$ cat src/rtl/serial_word_adder.sv
// Bit-serial LSB-first adder/subtractor over WORD_LEN-bit words with a parallel word output.
// Optional SERIAL_ADD_SAT_EN: sum_word saturates on carry (all ones) or borrow (all zeros).
module serial_word_adder #(
  parameter int WORD_LEN = 4,
  parameter int CNT_W    = $clog2(WORD_LEN)
) (
  input  logic                clock,
  input  logic                reset,
  input  logic                line1,
  input  logic                line2,
  input  logic                in_valid,
  input  logic                sub,
  input  logic                clear,
  output logic                outp,
  output logic                out_valid,
  output logic                overflw,
  output logic                word_done,
  output logic [WORD_LEN-1:0] sum_word
);

  typedef enum logic [1:0] {FIRST, MID, LAST} state_t;

  state_t              state, state_next;
  logic [CNT_W-1:0]    bit_cnt;
  logic                carry;
  logic                mode;
  logic [WORD_LEN-1:0] shadow;

  logic                accept;
  logic                b_inv;
  logic                b;
  logic                cin;
  logic                sum_bit;
  logic                cout;
  logic                ovf_next;
  logic [WORD_LEN-1:0] word_full;
  logic [WORD_LEN-1:0] word_final;

  // Subtraction is A + ~B + 1; the +1 enters as the carry-in of bit 0.
  always_comb begin
    accept   = in_valid & ~clear;
    b_inv    = (state == FIRST) ? sub : mode;
    b        = line2 ^ b_inv;
    cin      = (state == FIRST) ? sub : carry;
    sum_bit  = line1 ^ b ^ cin;
    cout     = (line1 & b) | (line1 & cin) | (b & cin);
    ovf_next = b_inv ^ cout;
    word_full = shadow;
    word_full[WORD_LEN-1] = sum_bit;
    word_final = word_full;
`ifdef SERIAL_ADD_SAT_EN
    if (ovf_next) word_final = b_inv ? '0 : '1;
`else
`endif
  end

  always_comb begin
    state_next = state;
    if (clear) begin
      state_next = FIRST;
    end else if (in_valid) begin
      case (state)
        FIRST:   state_next = (WORD_LEN == 2) ? LAST : MID;
        MID:     if (bit_cnt == CNT_W'(WORD_LEN - 2)) state_next = LAST;
        LAST:    state_next = FIRST;
        default: state_next = FIRST;
      endcase
    end
  end

  always_ff @(posedge clock or negedge reset) begin
    if (!reset) state <= FIRST;
    else        state <= state_next;
  end

  // Stalls leave every arithmetic register untouched so a word resumes seamlessly.
  always_ff @(posedge clock or negedge reset) begin
    if (!reset) begin
      outp      <= 1'b0;
      out_valid <= 1'b0;
      overflw   <= 1'b0;
      word_done <= 1'b0;
      sum_word  <= '0;
      bit_cnt   <= '0;
      carry     <= 1'b0;
      mode      <= 1'b0;
      shadow    <= '0;
    end else begin
      out_valid <= accept;
      word_done <= accept && (state == LAST);
      overflw   <= accept && (state == LAST) && ovf_next;
      if (clear) begin
        bit_cnt <= '0;
        carry   <= 1'b0;
        shadow  <= '0;
      end else if (in_valid) begin
        outp            <= sum_bit;
        shadow[bit_cnt] <= sum_bit;
        if (state == FIRST) mode <= sub;
        if (state == LAST) begin
          bit_cnt  <= '0;
          carry    <= 1'b0;
          sum_word <= word_final;
        end else begin
          bit_cnt <= bit_cnt + CNT_W'(1);
          carry   <= cout;
        end
      end
    end
  end

endmodule
$ cat config.mk
export PLATFORM = sky130hd
export DESIGN_NAME = serial_word_adder
export DESIGN_NICKNAME = d
export VERILOG_FILES = /design/src/rtl/serial_word_adder.sv
export SDC_FILE = /design/constraint.sdc
export NUM_CORES = 1
export LEC_CHECK = 0
export ABC_AREA = 1
export CAP_MARGIN = 20
export CELL_PAD_IN_SITES_DETAIL_PLACEMENT = 0
export CELL_PAD_IN_SITES_GLOBAL_PLACEMENT = 1
export CORE_UTILIZATION = 25
export CTS_CLUSTER_SIZE = 8
export DETAILED_ROUTE_END_ITERATION = 16
export PLACE_DENSITY = 0.68
export SETUP_SLACK_MARGIN = 0.15
export SLEW_MARGIN = 20
export SYNTH_ARGS = -nofsm -noshare
export SYNTH_HDL_FRONTEND = slang
export SYNTH_SLANG_ARGS = --single-unit
$ cat constraint.sdc
create_clock -name clock -period 1.75 [get_ports clock]
set_input_delay 0.175 -clock clock [delete_from_list [all_inputs] [get_ports clock]]
set_output_delay 0.175 -clock clock [all_outputs]
set_load 0.02 [all_outputs]
# ---- Word-level counts from Yosys, hierarchy flattened
# Cells that the tools add are included.
dict set report op_classes {
  n_mul 0
  bitwise_logic 11
  n_div 0
  n_lt_le_gt_ge 2
  shift 0
  addsub 1
  muxes 17
  eq_ne 4
  n_reduce_logical 8
}
# op count
set ops {}
lappend ops {{2-to-1 mux 2 bit} 6}
lappend ops {{2-to-1 mux 4 bit} 2}
lappend ops {{2-to-1 mux 1 bit} 6}
lappend ops {{AND 1 bit} 4}
lappend ops {{bitwise mux 4 bit} 1}
lappend ops {{equality test 2 bit, second input constant} 2}
lappend ops {{one-hot mux 2 bit (2 select lines)} 1}
lappend ops {{AND reduction 2 bit} 2}
lappend ops {{bitwise XOR 1 bit} 4}
lappend ops {{logical AND 1 bit} 3}
lappend ops {{< comparator 2 x 3 -> 1 bit, second input constant} 1}
lappend ops {{!= test 3 bit, second input constant} 1}
lappend ops {{AND reduction 3 bit} 1}
lappend ops {{adder 2 x 1 -> 2 bit, second input constant} 1}
lappend ops {{demux 1 bit (select 2 bit)} 1}
lappend ops {{equality test 2 x 1 -> 1 bit, second input constant} 1}
lappend ops {{greater-or-equal comparator 2 x 1 -> 1 bit, second input constant} 1}
lappend ops {{logical NOT 2 bit} 1}
lappend ops {{bitwise OR 1 bit} 2}
lappend ops {{nonzero test 2 bit} 1}
lappend ops {{NOT 1 bit} 1}
dict set report totals {
  word_cells 53
  latchBits 0
  register_bits 18
  memories 0
  inputBits 7
  ram_bits 0
  romBits 0
  output_inout_bits 8
}

# ---- Depth between registers and ports, before layout
dict set report logic_depth {
  word_depth 9
  depth_mapped 11
  mapped_depth_nobuf 11
}

# ---- Worst setup path before layout
# No wires, ideal clock.
dict set report synth_path {
  path_kind {reg2reg}
  start {register state[1]}
  end {register shadow[0]}
  synth_period_minus_slack_ns 1.679
  slack_ns 0.071
  t_arrival_ns 1.553
  setup_time_ns 0.126
  path_buffers 0
  path_stages_with_launch 9
  required_ns 1.624
  path_cell_list {dfrtp_1 > nor2_1 > nand2_1 > nand3b_1 > nand2_1 > fa_1 > inv_1 > nand2_1 > o22ai_1}
}
dict set report synth_via {
  elab_chain_len 8
  elab_cells_between_ends 9
  classes_between {mux (5); bitwise (3); reduce/logical (1)}
}
# element line
set synth_rtl {}
lappend synth_rtl {{from (decl)} 23} ;# state_t state, state_next;
lappend synth_rtl {{from (signal assigned)} 73} ;# else state <= state_next;
lappend synth_rtl {{logical NOT 2 bit *} {42, 44}}
lappend synth_rtl {{2-to-1 mux 1 bit} -}
lappend synth_rtl {{bitwise XOR 1 bit} 43} ;# b = line2 ^ b_inv;
lappend synth_rtl {{bitwise XOR 1 bit} 45} ;# sum_bit = line1 ^ b ^ cin;
lappend synth_rtl {{bitwise XOR 1 bit *} 45}
lappend synth_rtl {{bitwise mux 4 bit *} 98} ;# shadow[bit_cnt] <= sum_bit;
lappend synth_rtl {{2-to-1 mux 4 bit *} 96} ;# end else if (in_valid) begin
lappend synth_rtl {{2-to-1 mux 4 bit *} 92} ;# if (clear) begin
lappend synth_rtl {{to (signal, indexed assignment)} 98}
lappend synth_rtl {{to (decl)} 27} ;# logic [WORD_LEN-1:0] shadow;
# Every way passes the cells marked *; elsewhere a longest branch is shown, timed or not. The select of a mux whose other input is x is not followed.
# A chain may end at the register's enable or synchronous reset.

# ---- Worst setup path in the final report
dict set report layout_path {
  start {register state[0]}
  end {register shadow[0]}
}
# The elaborated chain is that of the path after synthesis.

==> results.json <==
{
  "slew_headroom": 0.852,
  "cts_hold_buf": 0,
  "fin_crit_sh": 0.985,
  "power.leakage_nw": 0.608,
  "finClkSkew_ns": 0.00334,
  "drive_above_1_share": 0.386,
  "dp_hpwl_um": 1130,
  "clkTransAtPathRegs_ns": 0.10,
  "dieArea_um2": 3500,
  "place_congestion": 0.760,
  "drc_errors": 0,
  "tightest_slew_ns": 0.222,
  "synthAdderAreaFrac": 0.0704,
  "final_cell_mix": "16 x dfrtp_1, 14 x clkdlybuf4s50_1, 13 x inv_1",
  "detail_route.wl_per_cell_um": 10.2,
  "ant_nets": 0,
  "synth_area_leaders": "dfrtp_1 52%, nand2_1 11%, inv_1 7.8%",
  "grt_pass1_wl_um": 2660,
  "dp.cells": 156,
  "start_util": 0.265,
  "worst_slack_ns": 0.0256,
  "finalNonFillerCells": 171,
  "cts_root_buf": "clkbuf_4",
  "critPathArrivalTime_ns": 1.90,
  "cts_tree": "done",
  "core-area_um2": 3080,
  "holdCritPathClass": "input port to async pin",
  "ys_types": 16,
  "ys_seq_area_frac": 0.521,
  "min_period_ns": 1.72,
  "die_w_um": 59.2,
  "max_freq_ghz": 0.580,
  "grt-ovfl-total": 0,
  "yosys.area_share.simple": 0.222,
  "antenna_cells": 0,
  "hold_slack_ns": 0.202,
  "p_int_uw": 716,
  "avgSynthCellArea_um2": 8.88,
  "report.final.slew_viol_count": 0,
  "outcome": "finished clean",
  "start_kind": "register",
  "worstPathRequired_ns": 1.93,
  "cp-end-kind": "register",
  "antenna_found_initial": 0,
  "rows": 20,
  "syn_to_final_growth_pct": 56.4,
  "numCtsBuffers": 3,
  "final_common_cell": "dfrtp_1",
  "via_per_inst": 4.21,
  "powerDensity_nw_per_um2": 819,
  "io_buffers": 14,
  "clkLatencyLatePin_ns": 0.29,
  "yosys.area.top_type": "dfrtp_1",
  "netlist.area_leader.share": 0.521,
  "combPwrFrac": 0.365,
  "syn_inst": 92,
  "rsz0062_at_grt": "yes",
  "synth_xor_area_frac": 0,
  "swShare": 0.315,
  "io_pins": 15,
  "place_ws_ns": -0.0339,
  "p_clk_frac": 0.201,
  "use_met3": 0.0197,
  "worstPathMaxFanout": 4,
  "setup_tns_ns": 0,
  "fin_nets": 139,
  "syn_nets": 103,
  "ys_seq_elements": 17,
  "max-clock-path-buffers": 2,
  "max_cap_viol_count": 0,
  "die_h_um": 59.2,
  "synth_warnings": 0,
  "dr.pass1.iters": 3,
  "synth_compound_area_frac": 0.0980,
  "pwr-share-seq": 0.434,
  "netlist_area_um2": 817,
  "cts_max_level": 1,
  "synth_top_family_by_area": "simple AND/OR/NAND/NOR gates",
  "critPathKind": "register to register",
  "grt_usage": 0.109,
  "grtUsageMet1": 0.109,
  "synthMuxAreaShare": 0,
  "via_count": 720,
  "grt_pass1_vias": 643,
  "use_met2": 0.193,
  "ir_drop_uv": 284,
  "grt_max_degree": 18,
  "hold_viol_final": 0,
  "power_switching_uw": 329,
  "cts_sinks": 17,
  "wl_um": 1750,
  "drtIter0Drc": 13,
  "setup_violations": 0,
  "busiest_layer": "met2"
}
## repair_timing
action | 4_1_cts | 5_1_grt
cloned | 0 | 1
pin swaps | 1 | 10
setup buffers | 8 | 2
endpoints found under the setup margin | 5 | 12
resized for setup | 3 | 31
## synth_stat cells (all sizes together)
cell / count
inv: 18
nor2: 5
fa: 1
clkinv: 1
a21oi: 1
ha: 3
o21ai: 10
nand2: 23
nand3b: 1
o22ai: 4
dfrtp: 17
nand3: 8
## metal layers
layer / up-vias / routed length (um)
met1: 337 / 743
met4: 0 / 51
met5: - / 0
li1: 362 / -
met3: 4 / 38
met2: 17 / 912
## power groups by stage
stage	logic, mW	registers (mW)	clock network, mW
global route	0.418	0.460	0.239
finish	0.381	0.454	0.210
global placement	0.244	0.458	0
CTS	0.296	0.450	0.217
floorplan	0.122	0.475	0
detailed placement	0.246	0.458	0
## final timing paths
path	cells past startpoint	end	slack, ns	startpoint
setup / recovery	10	shadow[0]	0.03	state[0]
hold / removal	2	bit_cnt[0]	0.20	reset
setup reg to reg	10	shadow[0]	0.03	state[0]
hold reg to reg	2	outp	0.49	outp
max in group asynchronous	2	state[0]	1.34	reset
min in group clock	2	outp	0.49	outp
## final cells by class
| type | count | area (um2) |
|---|---|---|
| Inverter | 19 | 73.8 |
| Clock buffer | 4 | 26.3 |
| Fill cell | 303 | 1800 |
| Sequential cell | 17 | 427 |
| Tap cell | 44 | 55.1 |
| Multi-Input combinational cell | 57 | 409 |
| Timing Repair Buffer | 30 | 287 |
## kinds of logic after synthesis
logic type	after synthesis
AND/OR/NAND/NOR	37
buffers and inverters	19
flip-flops	17
AO/OA/AOI/OAI	15
adder cells (fa/ha/maj)	4
## worst max-delay path: stages (launching register included)
cell and delay [ns]:
dfrtp_2 0.45, inv_2 0.08, nand2_2 0.06, nand2_2 0.07, nand2_2 0.06, nand2_2 0.07, nand2_2 0.05, fa_2 0.58
inv_2 0.04, nand2_4 0.08, o22ai_2 0.07
## per-stage QoR
step / utilization / power, mW / instance area [um2]
floorplan: - / 0.597 / 822
detailed placement: 0.345 / 0.705 / 1060
global route: 0.415 / 1.12 / 1280
global placement: 0.345 / 0.702 / 1060
CTS: 0.376 / 0.963 / 1160
finish: 0.415 / 1.05 / 1280
## state kept, by name, indices dropped and copies added (netlist names)
| name | count |
|---|---|
| bit_cnt | 2 |
| carry | 1 |
| mode | 1 |
| out_valid | 1 |
| outp | 1 |
| overflw | 1 |
| shadow | 3 |
| state | 2 |
| sum_word | 4 |
| word_done | 1 |
No activity file was read; power rests on OpenSTA's default activity.
